==> src/rtl/fifo_drain_arbiter.sv <==
// fifo_drain_arbiter: round-robin, bounded-burst drain of two show-ahead FIFOs into one write port
//  i_clk, i_rst_n          clock, asynchronous active-low reset
//  i_enable                1 = new grants may start
//  i_fifo_empty/full       per-FIFO flags, bit i = FIFO i
//  i_fifo_level            {level1, level0} fill counts
//  i_fifo_rdata            {rdata1, rdata0} show-ahead head words
//  o_fifo_rdreq            pops the head word of the granted FIFO on a beat
//  o_out_valid/data/src    downstream word, qualified by i_out_ready
//  o_busy                  1 while in BURST or GAP
//  o_burst_done            1-cycle pulse during the GAP after a burst
module fifo_drain_arbiter #(
  parameter int DATA_W    = 16,
  parameter int LEVEL_W   = 9,
  parameter int THRESH    = 64,
  parameter int BURST_LEN = 32
) (
  input  logic                 i_clk,
  input  logic                 i_rst_n,
  input  logic                 i_enable,
  input  logic [1:0]           i_fifo_empty,
  input  logic [1:0]           i_fifo_full,
  input  logic [2*LEVEL_W-1:0] i_fifo_level,
  input  logic [2*DATA_W-1:0]  i_fifo_rdata,
  output logic [1:0]           o_fifo_rdreq,
  output logic                 o_out_valid,
  output logic [DATA_W-1:0]    o_out_data,
  output logic                 o_out_src,
  input  logic                 i_out_ready,
  output logic                 o_busy,
  output logic                 o_burst_done
);
  localparam int CW = $clog2(BURST_LEN + 1);
  localparam logic [1:0] S_IDLE  = 2'd0;
  localparam logic [1:0] S_BURST = 2'd1;
  localparam logic [1:0] S_GAP   = 2'd2;
  logic [1:0]    r_state;
  logic          r_grant;
  logic          r_last_grant;
  logic [CW-1:0] r_beat_cnt;
  logic [1:0]    w_elig;
  logic          w_pick;
  logic          w_burst;
  logic          w_beat;
  logic [CW-1:0] w_cnt_nxt;
  always_comb begin
    w_elig[0]    = i_fifo_full[0] | (i_fifo_level[LEVEL_W-1:0] >= LEVEL_W'(THRESH));
    w_elig[1]    = i_fifo_full[1] | (i_fifo_level[2*LEVEL_W-1:LEVEL_W] >= LEVEL_W'(THRESH));
    // both eligible: alternate; otherwise the single eligible FIFO
    w_pick       = &w_elig ? ~r_last_grant : w_elig[1];
    w_burst      = r_state == S_BURST;
    o_out_valid  = w_burst & ~i_fifo_empty[r_grant];
    w_beat       = o_out_valid & i_out_ready;
    o_fifo_rdreq = {w_beat & r_grant, w_beat & ~r_grant};
    o_out_data   = w_burst ? (r_grant ? i_fifo_rdata[2*DATA_W-1:DATA_W] : i_fifo_rdata[DATA_W-1:0]) : '0;
    o_out_src    = r_grant;
    o_busy       = r_state != S_IDLE;
    o_burst_done = r_state == S_GAP;
    w_cnt_nxt    = r_beat_cnt + 1'b1;
  end
  always_ff @(posedge i_clk or negedge i_rst_n) begin
    if (!i_rst_n) begin
      r_state      <= S_IDLE;
      r_grant      <= 1'b0;
      r_last_grant <= 1'b1;
      r_beat_cnt   <= '0;
    end else begin
      case (r_state)
        S_IDLE: if (i_enable & |w_elig) begin
          r_state      <= S_BURST;
          r_grant      <= w_pick;
          r_last_grant <= w_pick;
          r_beat_cnt   <= '0;
        end
        S_BURST: if (w_beat) begin
          r_beat_cnt <= w_cnt_nxt;
          if (w_cnt_nxt == CW'(BURST_LEN)) r_state <= S_GAP;
        end else if (i_fifo_empty[r_grant]) begin
          r_state <= S_GAP;
        end
        default: r_state <= S_IDLE;
      endcase
    end
  end
endmodule

==> config.mk <==
export PLATFORM = sky130hd
export DESIGN_NAME = fifo_drain_arbiter
export DESIGN_NICKNAME = d
export VERILOG_FILES = /design/src/rtl/fifo_drain_arbiter.sv
export SDC_FILE = /design/constraint.sdc
export NUM_CORES = 1
export LEC_CHECK = 0
export CORE_ASPECT_RATIO = 0.75
export CORE_MARGIN = 2
export CORE_UTILIZATION = 32
export CTS_BUF_LIST = sky130_fd_sc_hd__clkbuf_16
export CTS_CLUSTER_SIZE = 25
export DETAILED_ROUTE_END_ITERATION = 8
export HOLD_SLACK_MARGIN = 0.05
export PLACE_DENSITY = 0.87
export RECOVER_POWER = 100
export SETUP_SLACK_MARGIN = 0.15
export SYNTH_ARGS = -nofsm -noshare
export SYNTH_HDL_FRONTEND = slang
export SYNTH_SLANG_ARGS = --single-unit
==> constraint.sdc <==
create_clock -name i_clk -period 2.4 [get_ports i_clk]
set_input_delay 0.24 -clock i_clk [delete_from_list [all_inputs] [get_ports i_clk]]
set_output_delay 0.24 -clock i_clk [all_outputs]
set_load 0.02 [all_outputs]
Yosys cells after proc, flatten, opt, wreduce, memory -nomap -nowiden
Cells that the tools add are included.
- output and inout port bits: 22
- input bits: 58
- register bits after elaboration: 10
- bitwise logic cells: 10
- magnitude comparators: 3
- $add $sub $neg: 1
- equality and inequality tests: 7
- muxes and demuxes: 13
- reduce and logical (&&, ||, !) cells: 8
- operator list (kind ; count):
    $mux W16 ; 2
    $ge A9 B7 Y1 const B ; 2
    $mux W6 ; 2
    $pmux W6 S2 ; 1
    $mux W2 ; 4
    $add A6 B1 Y6 const B ; 1
    $eq A6 B6 Y1 const B ; 1
    $reduce_and A3 Y1 ; 2
    $and A1 B1 Y1 ; 5
    $pmux W2 S2 ; 1
    $reduce_and A2 Y1 ; 2
    $reduce_bool A2 Y1 ; 2
    $mux W1 ; 3
    $ne A3 B1 Y1 const B ; 1
    $ne A3 B2 Y1 const B ; 1
    $not A1 Y1 ; 3
    $eq A2 B1 Y1 const B ; 1
    $eq A2 B2 Y1 const B ; 1
    $logic_not A2 Y1 ; 1
    $lt A1 B2 Y1 const B ; 1
    $ne A2 B1 Y1 const B ; 1
    $ne A2 B2 Y1 const B ; 1
    $or A1 B1 Y1 ; 2
    $reduce_or A2 Y1 ; 1

Depth between registers and ports, before layout
Gate-level depths: netlist (run 1).
- depth in word-level cells: 7
- depth in mapped cells: 5
- gate-level depth less buffers: 4

Worst setup path before layout (run 1)
Ideal clock, no wire load.
- path type: register to output
- start: register r_grant, in the netlist o_out_src
- end: output port o_fifo_rdreq[1]
- required time: 2.160 ns
- cell stages (with the launch flop): 5
- setup slack: 0.736 ns
- arrival time: 1.424 ns
- path buffers: 1
- cells stage by stage: dfrtp_1 -> mux2i_1 -> and3_1 -> clkbuf_1 -> and2_1
- longest elaborated chain between the ends: 6
- RTL lines (element ; RTL line ; RTL):
    from (decl) ; 37 ; logic r_grant;
    from (signal assigned) ; 70 ; r_grant <= w_pick;
    $mux W1 (implied by the code) (2 in series) ; 51 ; o_out_valid = w_burst & ~i_fifo_empty[r_grant];
    $not A1 Y1 ; 51 ;
    $and A1 B1 Y1 ; 51 ;
    $and A1 B1 Y1 ; 52 ; w_beat = o_out_valid & i_out_ready;
    $and A1 B1 Y1 * ; 53 ; o_fifo_rdreq = {w_beat & r_grant, w_beat & ~r_grant};
    to (decl) ; 24 ; output logic [1:0] o_fifo_rdreq,
Mark *: on every way between the ends. The rest lies on a longest branch, timed or not. The select of a mux whose other input is x is not followed.

Worst setup path after layout (run 1)
- start: register r_state[1]
- end: output port o_fifo_rdreq[0]
- longest elaborated chain between the ends: 4
- RTL lines (element ; RTL line ; RTL):
    from (decl) ; 36 ; logic [1:0] r_state;
    from (signal assigned) ; 62 ; r_state <= S_IDLE;
    from (signal assigned) ; 69 ; r_state <= S_BURST;
    from (signal assigned) ; 76 ; if (w_cnt_nxt == CW'(BURST_LEN)) r_state <= S_GAP;
    $eq A2 B1 Y1 ; 50 ; w_burst = r_state == S_BURST;
    $and A1 B1 Y1 ; 51 ;
    $and A1 B1 Y1 ; 52 ;
    $and A1 B1 Y1 ; 53 ;
Every way passes these cells.

==> impl_metrics.env, run 1 <==
export IMPL_status="complete, no violations"
export IMPL_setup_tns_ps=0
export IMPL_grt_remaining_overflow=0
export IMPL_fillers=194
export IMPL_clock_fmax_ghz=0.4577
export IMPL_p_leak_uw=0.0007295
export IMPL_viasPerCell=5.025
export IMPL_setup_worst_path_start="r_state[1]"
export IMPL_cts_setup_buffers=0
export IMPL_hold_worst_slack_ps=389.8
export IMPL_reg2regPathDepth=4
export IMPL_die_width_um=62.97
export IMPL_cts_made_buffers=3
export IMPL_antenna_found_initial=0
export IMPL_worstMarginPinSlew_ps=505.1
export IMPL_drive_gt1_frac=0.07927
export IMPL_crit_type="reg2out"
export IMPL_yosysSeqAreaShare=0.3013
export IMPL_drv_slew=0
export IMPL_yosysWarnings=0
export IMPL_ys_ff_latch=10
export IMPL_setup_worst_path_end_class="primary output"
export IMPL_ant_nets=0
export IMPL_via_count=995
export IMPL_start_kind="flop"
export IMPL_clock_sinks=10
export IMPL_gp_congestion=0.8033
export IMPL_syn_num_nets=156
export IMPL_syn_inst=97
export IMPL_drt_iter0_drc=27
export IMPL_drc=0
export IMPL_cts_tree="built"
export IMPL_rsz0062_at_grt="false"
export IMPL_initial_core_util=0.3501
export IMPL_cts_max_level=1
export IMPL_slew_headroom=0.6618
export IMPL_reg2reg_to="r_beat_cnt[2]"
export IMPL_syn2layout_area_growth_pct=92.95
export IMPL_fin_crit_sh=0.9104
export IMPL_grt_pass1_wl_mm=4.574
export IMPL_reg2reg_slack_ps=870
export IMPL_fin_skew_ps=5.684
export IMPL_grt_usage=0.2074
export IMPL_clkTransAtPathRegs_ps=40
export IMPL_arrival_ps=1940
export IMPL_firstDrtPassIters=4
export IMPL_cts_path_max_buffers=2
export IMPL_cts_hold_buf=0
export IMPL_p_per_area_nw_per_um2=890.2
export IMPL_core_um2=2384
export IMPL_drt_total_wl_mm=3.175
export IMPL_mostFrequentLayoutCells="clkdlybuf4s50_1 (44), dlygate4sd3_1 (22), mux2i_1 (17), nor2_1 (17), nand3_1 (11)"
export IMPL_max_cap_violations=0
export IMPL_io_buffer_count=67
export IMPL_min_period_ps=2185
export IMPL_finalNetCount=224
export IMPL_clk_latency_ps=240
export IMPL_hpwl_mm=2.449
export IMPL_grt_max_degree=21
export IMPL_dieArea_um2=3037
export IMPL_r2r_start="r_state[0]"
export IMPL_crit_path_end="o_fifo_rdreq[0]"
export IMPL_netlist_area_um2=834.6
export IMPL_hold_violations=0
export IMPL_wl_per_cell_um=16.04
export IMPL_critPathRequiredTime_ps=2160
export IMPL_max_vdd_ir_drop_mv=0.3907
export IMPL_worstPathMaxFanout=10
export IMPL_setup_viol=0
export IMPL_die_height_um=48.23
export IMPL_diodes=0
export IMPL_hp_class="in2async"
export IMPL_root_buffer="clkbuf_16"
export IMPL_synth_avg_cell_area_um2=8.604
export IMPL_fp_row_count=15
export IMPL_grt_pass1_vias=950
export IMPL_ys_types=30
export IMPL_mostFrequentLayoutCell="clkdlybuf4s50_1"
export IMPL_ioPinCount=80
export IMPL_utilization=0.6756
[final cells by class]
class	instances	area (µm²)	share of cell area
Sequential cell	10	251.5	0.1562
Timing Repair Buffer	68	671.9	0.4173
Multi-Input combinational cell	82	565.5	0.3512
Clock inverter	1	3.754	0.002331
Clock buffer	3	75.07	0.04662
Tap cell	34	42.54	0.02642
[what timing repair did]
item	CTS	global route
pin swaps	0	0
setup endpoints to repair	2	1
resized for setup	3	1
hold endpoints to repair	0	0
[report_power, final]
part           switching [µW]  internal, µW
Combinational             471           399
Sequential               43.7           217
Clock                    84.0           219
[per-layer routing]
layer / routed length (µm) / part of all wire / global-route usage / vias to the layer above
met5: 0 / 0 / 0 / -
met4: 31 / 0.0098 / 0.08000 / 0
met3: 106 / 0.033 / 0.05081 / 5
met2: 1939 / 0.61 / 0.4340 / 20
met1: 1097 / 0.35 / 0.2119 / 489
li1: - / - / - / 481
[sequential cells by signal (all words and copies together), names as in the netlist]
| signal | count |
|---|---|
| r_last_grant | 1 |
| o_out_src | 1 |
| r_beat_cnt | 6 |
| r_state | 2 |
[logic make-up after synthesis]
family | share of synthesized area
fa+ha+maj | 0.01499
compound gates | 0.09596
simple gates | 0.3359
xor+xnor | 0.01050
flops | 0.3014
mux | 0.2159
buf+inv | 0.02549
[metrics by stage]
| stage | instance area [µm²] | std cells | total power, µW | setup slack [ps] |
|---|---|---|---|---|
| after CTS | 1620 | 198 | 1486 | 189.2 |
| after global placement | 1534 | 194 | 1139 | 135.3 |
| final | 1610 | 198 | 1434 | 215.1 |
| after detailed placement | 1534 | 194 | 1164 | 128.6 |
| after floorplan | 834.6 | 97 | 780.5 | 736.2 |
| after global routing | 1610 | 198 | 1512 | 151.6 |
[worst min path at each step]
stage,start,end,slack [ps],depth (start not counted)
after floorplan,i_rst_n,o_out_src,-60,0
after global placement,r_beat_cnt[0],r_beat_cnt[0],510,1
after detailed placement,r_beat_cnt[0],r_beat_cnt[0],520,1
after CTS,i_rst_n,r_beat_cnt[3],330,1
after global routing,i_rst_n,r_beat_cnt[3],420,1
final,i_rst_n,r_beat_cnt[3],390,1
[cell usage after synthesis]
| master | instances | area (µm²) |
|---|---|---|
| nand3_1 | 11 | 55.05 |
| o21ai_1 | 2 | 10.01 |
| a21o_1 | 1 | 7.510 |
| mux2i_1 | 18 | 180.2 |
| nand2_1 | 7 | 26.28 |
| a32o_1 | 1 | 10.01 |
| and2b_1 | 1 | 7.510 |
| a31oi_1 | 2 | 12.51 |
| or4_4 | 2 | 22.52 |
| xor2_1 | 1 | 8.760 |
| clkbuf_1 | 3 | 11.26 |
| dfrtp_1 | 9 | 225.2 |
| a21oi_1 | 2 | 10.01 |
| nand3_4 | 1 | 17.52 |
| and2_1 | 3 | 18.77 |
| buf_2 | 2 | 10.01 |
| or2_2 | 1 | 6.260 |
| dfstp_2 | 1 | 26.28 |
| nor2_1 | 17 | 63.81 |
| nor3b_2 | 1 | 12.51 |
| ha_1 | 1 | 12.51 |
| nor3b_1 | 1 | 7.510 |
| nor2b_1 | 1 | 6.260 |
| and3b_1 | 1 | 8.760 |
| nor4b_1 | 1 | 8.760 |
| o21ai_0 | 1 | 5.000 |
| and3_1 | 2 | 12.51 |
| nand2b_1 | 1 | 6.260 |
| o21ai_4 | 1 | 16.27 |
| o2bb2ai_1 | 1 | 8.760 |
[worst max-delay path, cell delays in order, from the launching register on]
cell           delay [ps]
dfrtp_1               410
and2b_1               300
nand3_4               160
nor2_1                120
dlygate4sd3_1         700
No activity file was read; power rests on OpenSTA's default activity.
==> inputs of run 2 (changes only) <==
SLEW_MARGIN = 20   (was not set)
==> results of run 2 <==
Final layout, timing and power as in run 1 (identical DEF).
